--- config.mk ---
export PLATFORM = sky130hd
export DESIGN_NAME = prio_encoder_pipe
export DESIGN_NICKNAME = d
export VERILOG_FILES = /design/src/rtl/prio_encoder_pipe_pkg.sv /design/src/rtl/prio_encoder_pipe_search.sv /design/src/rtl/prio_encoder_pipe.sv
export SDC_FILE = /design/constraint.sdc
export NUM_CORES = 1
export LEC_CHECK = 0
export CAP_MARGIN = 25
export CORE_AREA = 5 5 42 44
export CTS_BUF_LIST = sky130_fd_sc_hd__clkbuf_8
export DETAILED_ROUTE_END_ITERATION = 16
export DIE_AREA = 0 0 47 49
export GPL_ROUTABILITY_DRIVEN = 0
export GPL_TIMING_DRIVEN = 0
export PLACE_DENSITY = 0.54
export SKIP_CTS_REPAIR_TIMING = 1
export SYNTH_ARGS = -nofsm -noshare
export SYNTH_HDL_FRONTEND = slang
export SYNTH_HIERARCHICAL = 1
export SYNTH_SLANG_ARGS = --single-unit
--- constraint.sdc ---
create_clock -name clk -period 1.8 [get_ports clk]
set_input_delay 0.27 -clock clk [delete_from_list [all_inputs] [get_ports clk]]
set_output_delay 0.27 -clock clk [all_outputs]
set_load 0.005 [all_outputs]
--- src/rtl/prio_encoder_pipe_pkg.sv ---
// Shared constants and helpers for the pipelined priority encoder.
// Mode selection values and the index-width helper used by every module.
package prio_encoder_pipe_pkg;

   localparam int MODE_FIXED = 0;
   localparam int MODE_RR    = 1;

   function automatic int clog2_f(input int value);
      int r;
      int v;
      r = 0;
      v = value - 1;
      while (v > 0) begin
         r = r + 1;
         v = v >> 1;
      end
      return r;
   endfunction

endpackage

--- src/rtl/prio_encoder_pipe_search.sv ---
// Combinational search: first set bit of req at or above start, wrapping to bit 0.
// none is raised when req is all-zero; idx is then 0.
module prio_search
   import prio_encoder_pipe_pkg::*;
#(
   parameter int N = 4,
   parameter int W = clog2_f(N)
) (
   input  logic [N-1:0] req,
   input  logic [W-1:0] start,
   output logic [W-1:0] idx,
   output logic         none
);

   logic [W-1:0] hi_idx;
   logic [W-1:0] lo_idx;
   logic         hi_hit;

   // Descending scans: the last hit written is the lowest matching index.
   always_comb begin
      hi_idx = '0;
      lo_idx = '0;
      hi_hit = 1'b0;
      for (int j = N - 1; j >= 0; j--) begin
         if (req[j]) begin
            lo_idx = W'(j);
            if (j >= int'(start)) begin
               hi_idx = W'(j);
               hi_hit = 1'b1;
            end
         end
      end
   end

   assign none = ~|req;
   assign idx  = hi_hit ? hi_idx : lo_idx;

endmodule

--- src/rtl/prio_encoder_pipe.sv ---
// Registered N-to-log2(N) priority encoder with valid/ready on both sides.
// Fixed mode: highest index wins. Round-robin mode: search starts after ptr.
module prio_encoder_pipe
   import prio_encoder_pipe_pkg::*;
#(
   parameter int N       = 4,
   parameter int W       = clog2_f(N),
   parameter int RR_MODE = MODE_FIXED
) (
   input  logic         clk,
   input  logic         rst,
   input  logic         in_valid,
   output logic         in_ready,
   input  logic [N-1:0] req,
   output logic         out_valid,
   input  logic         out_ready,
   output logic [W-1:0] out_idx,
   output logic         out_none
);

   logic [N-1:0] search_req;
   logic [W-1:0] search_start;
   logic [W-1:0] found_idx;
   logic [W-1:0] win_idx;
   logic [W-1:0] ptr;
   logic         found_none;
   logic         accept;

   assign in_ready = !out_valid || out_ready;
   assign accept   = in_valid && in_ready;

   // Fixed mode reuses the ascending search on the bit-reversed vector.
   always_comb begin
      search_req   = req;
      search_start = '0;
      if (RR_MODE == MODE_RR) begin
         search_start = (ptr == W'(N - 1)) ? '0 : ptr + 1'b1;
      end else begin
         for (int i = 0; i < N; i++) begin
            search_req[i] = req[N-1-i];
         end
      end
   end

   prio_search #(
      .N (N),
      .W (W)
   ) u_search (
      .req   (search_req),
      .start (search_start),
      .idx   (found_idx),
      .none  (found_none)
   );

   assign win_idx = (RR_MODE == MODE_RR) ? found_idx : W'(N - 1) - found_idx;

   always_ff @(posedge clk) begin
      if (rst) begin
         out_valid <= 1'b0;
         out_idx   <= '0;
         out_none  <= 1'b0;
         ptr       <= W'(N - 1);
      end else if (accept) begin
         out_valid <= 1'b1;
         out_idx   <= found_none ? '0 : win_idx;
         out_none  <= found_none;
         if (RR_MODE == MODE_RR && !found_none) begin
            ptr <= win_idx;
         end
      end else if (out_ready) begin
         out_valid <= 1'b0;
      end
   end

endmodule
==> results.txt, run 1 <==
----------------------------------------------------
[Synth]
  Cell taking the most area after synthesis ... dfxtp_1
  Main area contributors after synthesis ... dfxtp_1, nand2b_1, a21oi_1, nand3_1, o21ai_1
  Share of the yosys chip area belonging to registers ... between 30% and 40%
  Fraction of registers with async set or reset after synthesis ... 0%
  Number of synthesized flops with an enable pin ... 0
  Fraction of synthesized cell area taken by the top area cell type ... a little under a third
  Synthesis Warnings ... 6
  Commonest cells post-synth ... a21oi_1, dfxtp_1, nand2b_1, nand3_1, o21ai_1
  Dominant synthesized flop cell ... dfxtp_1
  Gate Count Post-Synth ... 34
  Count of unique library cells instantiated by Yosys ... 18
  Mean cell area of the mapped netlist ... about 7.7 µm²
  Synth Register Bits ... 4
  Post-synthesis instance area ... 262 µm²

[Critical path]
  Slowest stage cell on the critical path ... clkdlybuf4s50_1
  Required time at the endpoint of the critical path ... ~1.5 ns
  Most used cell along the critical path ... clkdlybuf4s50_1
  Type of element launching the critical path ... input port
  Number of buffer and inverter instances along the worst setup path ... 3
  Capturing element type of the critical path ... primary output
  Crit path cell chain ... clkdlybuf4s50_1 > nand2b_4 > buf_6 > clkdlybuf4s50_1
  Delay of the slowest critical-path stage ... a little under 0.5 ns
  Worst endpoint data arrival time ... 1.43 ns
  Max FO, Critical Path ... 7
  Type of the worst setup path ... input port to primary output
  Family with the most delay on the worst path ... buffers and inverters

[Global route]
  Remaining global-route overflow ... 0
  Maximum number of pins on one net before global-route repair ... 8
  Global routing usage summed across all routing layers ... 6.12%
  Via count of the first global-routing pass ... around 250
  Antenna violations before repair ... 0
  Global-route wire length before repair ... ~950 µm

[Pwr]
  Peak supply drop ... roughly 230 µV
  Leakage power total ... 0.000186 µW
  P per Cell Area ... about 730 nW/µm²

[Timing]
  Relative slew margins ... 65.2%
  Pin slew with the least headroom to its limit ... ~0.52 ns
  Setup TNS ... 0 ns
  Unrepaired setup endpoints after global routing ... false
  Fin crit period ... 1.70 ns
  Number of hold-slack violations in the final timing report ... 0
  Final count of negative-setup-slack endpoints ... 0
  Part of the cycle the worst path needs ... 94.6%
  Worst clock skew ... 0.000449 ns
  Total count of max-transition violations in the final report ... 0
  Achievable clock frequency ... slightly below 600 MHz

[Layout]
  Final Instance Count excl. Fillers ... between 70 and 80
  Share of final-layout standard cells stronger than drive strength 1 ... a little over a tenth
  Final #Nets ... 67
  P&R area growth vs syn ... 80.9%
  Antenna diode count ... 0

[Routing]
  Average wire per cell in the routed design ... about 7.8 µm
  DRC violation count after routing ... 0
  Aggregate routed wire length ... ~570 µm
  DRC violation total after the first TritonRoute iteration ... 1
  DRT Pass-1 Iters ... 4
  Vias ... about 290
  Number of vias per cell after detailed routing ... a little under 4
  ANT nets after route ... 0

[Clock network]
  H-tree depth ... 1
  Clk root buf ... clkbuf_8
  Worst-skew pair later-pin latency ... around 0.21 ns
  TritonCTS sink count ... 4
  Clock Pin Slew Worst Setup and Hold Paths ... roughly 0.030 ns
  Clock Path Buffers ... 2
  TritonCTS clock tree ... done
  TritonCTS Buffers ... 3

[Flow run]
  Number of max-capacitance violations reported ... 0

[Run status]
  Status ... finished, final reports clean

[Place]
  Cells after DPL ... 70
  DP Wirelength ... 491 µm
  Input/output buffers ... 12

[Floorplanning]
  Chip width ... 47 µm
  Number of primary I/O pins ... 13
  Die ar. ... between 2000 and 2500 µm²
  # rows ... 14
  Initial core utilization ... about a fifth
  CORE AREA ... approximately 1400 µm²
  Height of the die ... 49 µm

[Hold path]
  Worst hold path class ... flip-flop to flip-flop

----------------------------------------------------
[metal layers]
layer  track usage [%]  up-vias  share of wire, %
met5                 0        -                 0
met4              8.29        0               3.5
met3              1.11        2               7.5
met2              8.14       10                47
met1              6.58      116                42
li1                  -      159                 -
[logic make-up (layout without fill, tap and decap cells)]
| family | count (synthesis) | count (layout) | synth area share [%] |
|---|---|---|---|
| other | 1 | 9 | 1.43 |
| and+or+nand+nor | 15 | 15 | 34.0 |
| DFF | 4 | 4 | 30.6 |
| buffers and inverters | 3 | 18 | 7.18 |
| AOI/OAI and AO/OA | 11 | 11 | 26.8 |
[cells in the final DEF (no fill, tap or decap), drive strengths merged]
cell type / synthesis / layout
a211oi: 1 / 1
a21bo: 1 / 1
a21oi: 5 / 5
a311oi: 1 / 1
and2: 1 / 1
buf: 1 / 1
clkbuf: 0 / 3
clkdlybuf4s50: 0 / 12
conb: 1 / 9
dfxtp: 4 / 4
inv: 2 / 2
nand2: 1 / 1
nand2b: 5 / 5
nand3: 4 / 4
nor2: 1 / 1
nor3: 2 / 2
nor4: 1 / 1
o21ai: 3 / 3
[sequential cells by signal, summed over array words and instances, names as in the netlist]
signal / flops
out_none: 1
out_idx: 2
out_valid: 1
[tightest hold or removal path: stages (launching register included)]
cell	delay, ns
dfxtp_1	0.30
nand2b_1	0.06
o21ai_1	0.05
[final cells by class]
class	instances	area, µm²
repair buffers	12	120
plain buffers	1	11.3
fillers	172	928
inverters	2	7.51
flip-flops and latches	4	80.1
clock buffers	3	41.3
well taps	16	20.0
multi-input cells	35	193
[metrics by stage]
step | utilization [%] | area (µm²) | hold WS, ns | total power, µW | setup slack, ns
2_1_floorplan | - | 292 | 0.332 | 126 | 0.794
4_1_cts | 33.8 | 473 | 0.463 | 353 | 0.0936
5_1_grt | 33.8 | 473 | 0.473 | 371 | 0.0673
6_report | 33.8 | 473 | 0.457 | 345 | 0.0977
3_5_place_dp | 30.8 | 432 | 0.459 | 162 | 0.0947
3_3_place_gp | 30.8 | 432 | 0.455 | 162 | 0.0792
[final timing paths]
check,start,endpoint,slack [ns],cells after the start
max,out_ready,in_ready,0.1,4
min,out_idx[1],out_idx[1],0.46,2
max reg2reg,out_valid,out_none,0.88,4
min reg2reg,out_idx[1],out_idx[1],0.46,2
[where the power goes]
part           total, µW  internal (µW)  switching [µW]
clock                185            142            42.4
sequential          98.0           94.8            3.20
combinational       62.7           38.5            24.2
total                345            275            69.8
(Power assumes the default switching activity.)
==> run 2: changes to the inputs <==
Clock period 1.8 ns to 2.17 ns, I/O delays scaled along.
==> results of run 2 <==
Same layout as run 1 (identical final DEF). Status: finished, final reports clean.
Among the figures that moved: setup slack after placement 0.0947 ns -> 0.354 ns; setup slack after layout 0.0977 ns -> 0.357 ns; register-to-register setup slack 0.88 ns -> 1.25 ns; total power 345 µW -> 286 µW; worst IR drop on VDD 231 µV -> 192 µV
==> run 3: changes to the inputs <==
Settings changed: PLACE_DENSITY 0.54 to 0.56.
Clock period 2.17 ns to 1.5 ns, I/O delays scaled along.
==> results.txt, run 3 (same netlist as run 1, synthesis figures left out) <==
----------------------------------------------------
[Routing]
  Vias ... between 200 and 300
  DRT Pass-1 Iters ... 4
  Aggregate routed wire length ... a little under 600 µm
  DRC violation total after the first TritonRoute iteration ... 3
  ANT nets after route ... 0
  Number of vias per cell after detailed routing ... 3.99
  DRC violation count after routing ... 0
  Average wire per cell in the routed design ... about 8.0 µm

[Clock network]
  Clk root buf ... clkbuf_8
  Worst-skew pair later-pin latency ... 0.21 ns
  TritonCTS sink count ... 4
  TritonCTS Buffers ... 3
  Clock Pin Slew Worst Setup and Hold Paths ... roughly 0.03 ns
  Clock Path Buffers ... 2
  TritonCTS clock tree ... done
  H-tree depth ... 1

[Layout]
  Top library cells by usage in the layout, fill and taps aside ... clkdlybuf4s50_1, conb_1
  Number of fill cells in the layout ... 157
  Leading cell type in the layout, fill and taps excluded ... clkdlybuf4s50_1
  Registers with the most flip-flops ... out_idx: 2 flops, out_none: 1 flops, out_valid: 1 flops
  Flip-flop count of the largest register after layout ... 2
  Share of final-layout standard cells stronger than drive strength 1 ... between 10 and 15%
  P&R area growth vs syn ... 84.2%
  Final #Nets ... 67
  Antenna diode count ... 0
  Reg with most FFs ... out_idx
  Cell area after layout ... around 480 µm²

[Run status]
  Status ... finished, final reports clean

[Critical path]
  Required time at the endpoint of the critical path ... roughly 1.3 ns
  Delay of the slowest critical-path stage ... about 0.52 ns
  R2R cell count ... 4
  Capturing element type of the critical path ... primary output
  Slowest stage cell on the critical path ... clkdlybuf4s50_1
  Worst endpoint data arrival time ... approximately 1.1 ns
  Family with the most delay on the worst path ... buffers and inverters
  Number of buffer and inverter instances along the worst setup path ... 1
  Type of element launching the critical path ... flip-flop
  Critical R2R Launch ... out_valid
  Max FO, Critical Path ... 2
  Reg2Reg Capture Point ... out_none
  Type of the worst setup path ... flip-flop to primary output
  Crit path cell chain ... clkdlybuf4s50_1
  Flop-to-flop setup slack ... slightly below 0.6 ns

[Place]
  Input/output buffers ... 12
  Cell area reported after detailed placement ... ~430 µm²

[Floorplanning]
  Number of primary I/O pins ... 13
  Die ar. ... ~2300 µm²
  # rows ... 14
  Height of the die ... approximately 49 µm
  Chip width ... approximately 47 µm
  CORE AREA ... between 1000 and 1500 µm²
  Initial core utilization ... between 10% and 20%

[Timing]
  Worst clock skew ... about 0.0023 ns
  Part of the cycle the worst path needs ... 88.0%
  Setup TNS ... 0 ns
  Achievable clock frequency ... around 760 MHz
  Final count of negative-setup-slack endpoints ... 0
  Total count of max-transition violations in the final report ... 0
  Number of hold-slack violations in the final timing report ... 0
  Unrepaired setup endpoints after global routing ... false
  Fin crit period ... roughly 1.3 ns

[Hold path]
  Worst hold path class ... flip-flop to flip-flop
  Hold Path Origin ... out_idx[1]
  Number of cells traversed by the worst hold path ... 2
  Endpoint with the worst hold slack ... out_idx[1]

[Global route]
  Remaining global-route overflow ... 0
  Global-route wire length before repair ... about 960 µm
  Maximum number of pins on one net before global-route repair ... 8
  Antenna violations before repair ... 0
  Via count of the first global-routing pass ... around 250
  Global routing usage summed across all routing layers ... just over 6%

[Pwr]
  Sw frac ... about a fifth
  Leakage power total ... ~0.00019 µW
  Clock network fraction of total power ... 53.6%
  Part of the total power dissipated in combinational logic ... between 10% and 20%
  Power Internal ... between 300 and 400 µW
  Power dissipated by switching net loads ... between 80 and 90 µW
  Sequential power share ... 28.0%
  Peak supply drop ... a little over 300 µV
  P per Cell Area ... 870 nW/µm²

[Flow run]
  Number of max-capacitance violations reported ... 0

----------------------------------------------------
run 3: power by group through the flow:
| stage | registers, µW | logic, µW | clock network [µW] |
|---|---|---|---|
| after detailed placement | 119 | 76.0 | 0 |
| after floorplan | 120 | 31.6 | 0 |
| final | 117 | 76.8 | 225 |
| after CTS | 118 | 76.3 | 232 |
| after global routing | 118 | 85.8 | 242 |
| after global placement | 119 | 75.9 | 0 |
run 3: worst max path at each step:
stage | to | slack [ns] | startpoint | cells past startpoint
2_1_floorplan | out_idx[0] | 0.54 | req[0] | 4
3_3_place_gp | in_ready | -0.13 | out_ready | 4
3_5_place_dp | in_ready | -0.11 | out_ready | 4
4_1_cts | in_ready | -0.13 | out_ready | 4
5_1_grt | out_idx[0] | 0.06 | req[2] | 7
6_report | out_valid | 0.18 | out_valid | 1
run 3: per-layer routing:
layer,vias to the layer above,routed length [µm],global-route usage [%]
met1,123,263,6.56
met5,-,0,0
met3,0,78,4.43
met4,0,0,4.15
li1,158,-,-
met2,10,240,8.37
run 3: area by class of cell:
cell class,instances,area [µm²],area share [%]
repair buffers,12,123,25.5
clock buffers,3,41.3,8.57
inverters,2,7.51,1.56
multi-input cells,35,199,41.3
well taps,16,20.0,4.16
plain buffers,1,11.3,2.34
flip-flops and latches,4,80.1,16.6
run 3: worst register-to-register path, cell delays in order (launching register included):
cell and delay (ns):
dfxtp_1 0.36, nand2b_4 0.06, buf_6 0.12, a21bo_1 0.19, a21oi_2 0.12
run 3: per-stage QoR:
step	power [µW]	hold slack [ns]	util, %	worst slack, ns	std cells
after floorplan	151	0.287	-	0.539	42
after global placement	195	0.454	30.8	-0.128	70
after detailed placement	195	0.459	30.8	-0.111	70
after CTS	426	0.466	33.8	-0.125	73
after global routing	446	0.475	34.4	0.0591	73
final	419	0.458	34.4	0.181	73
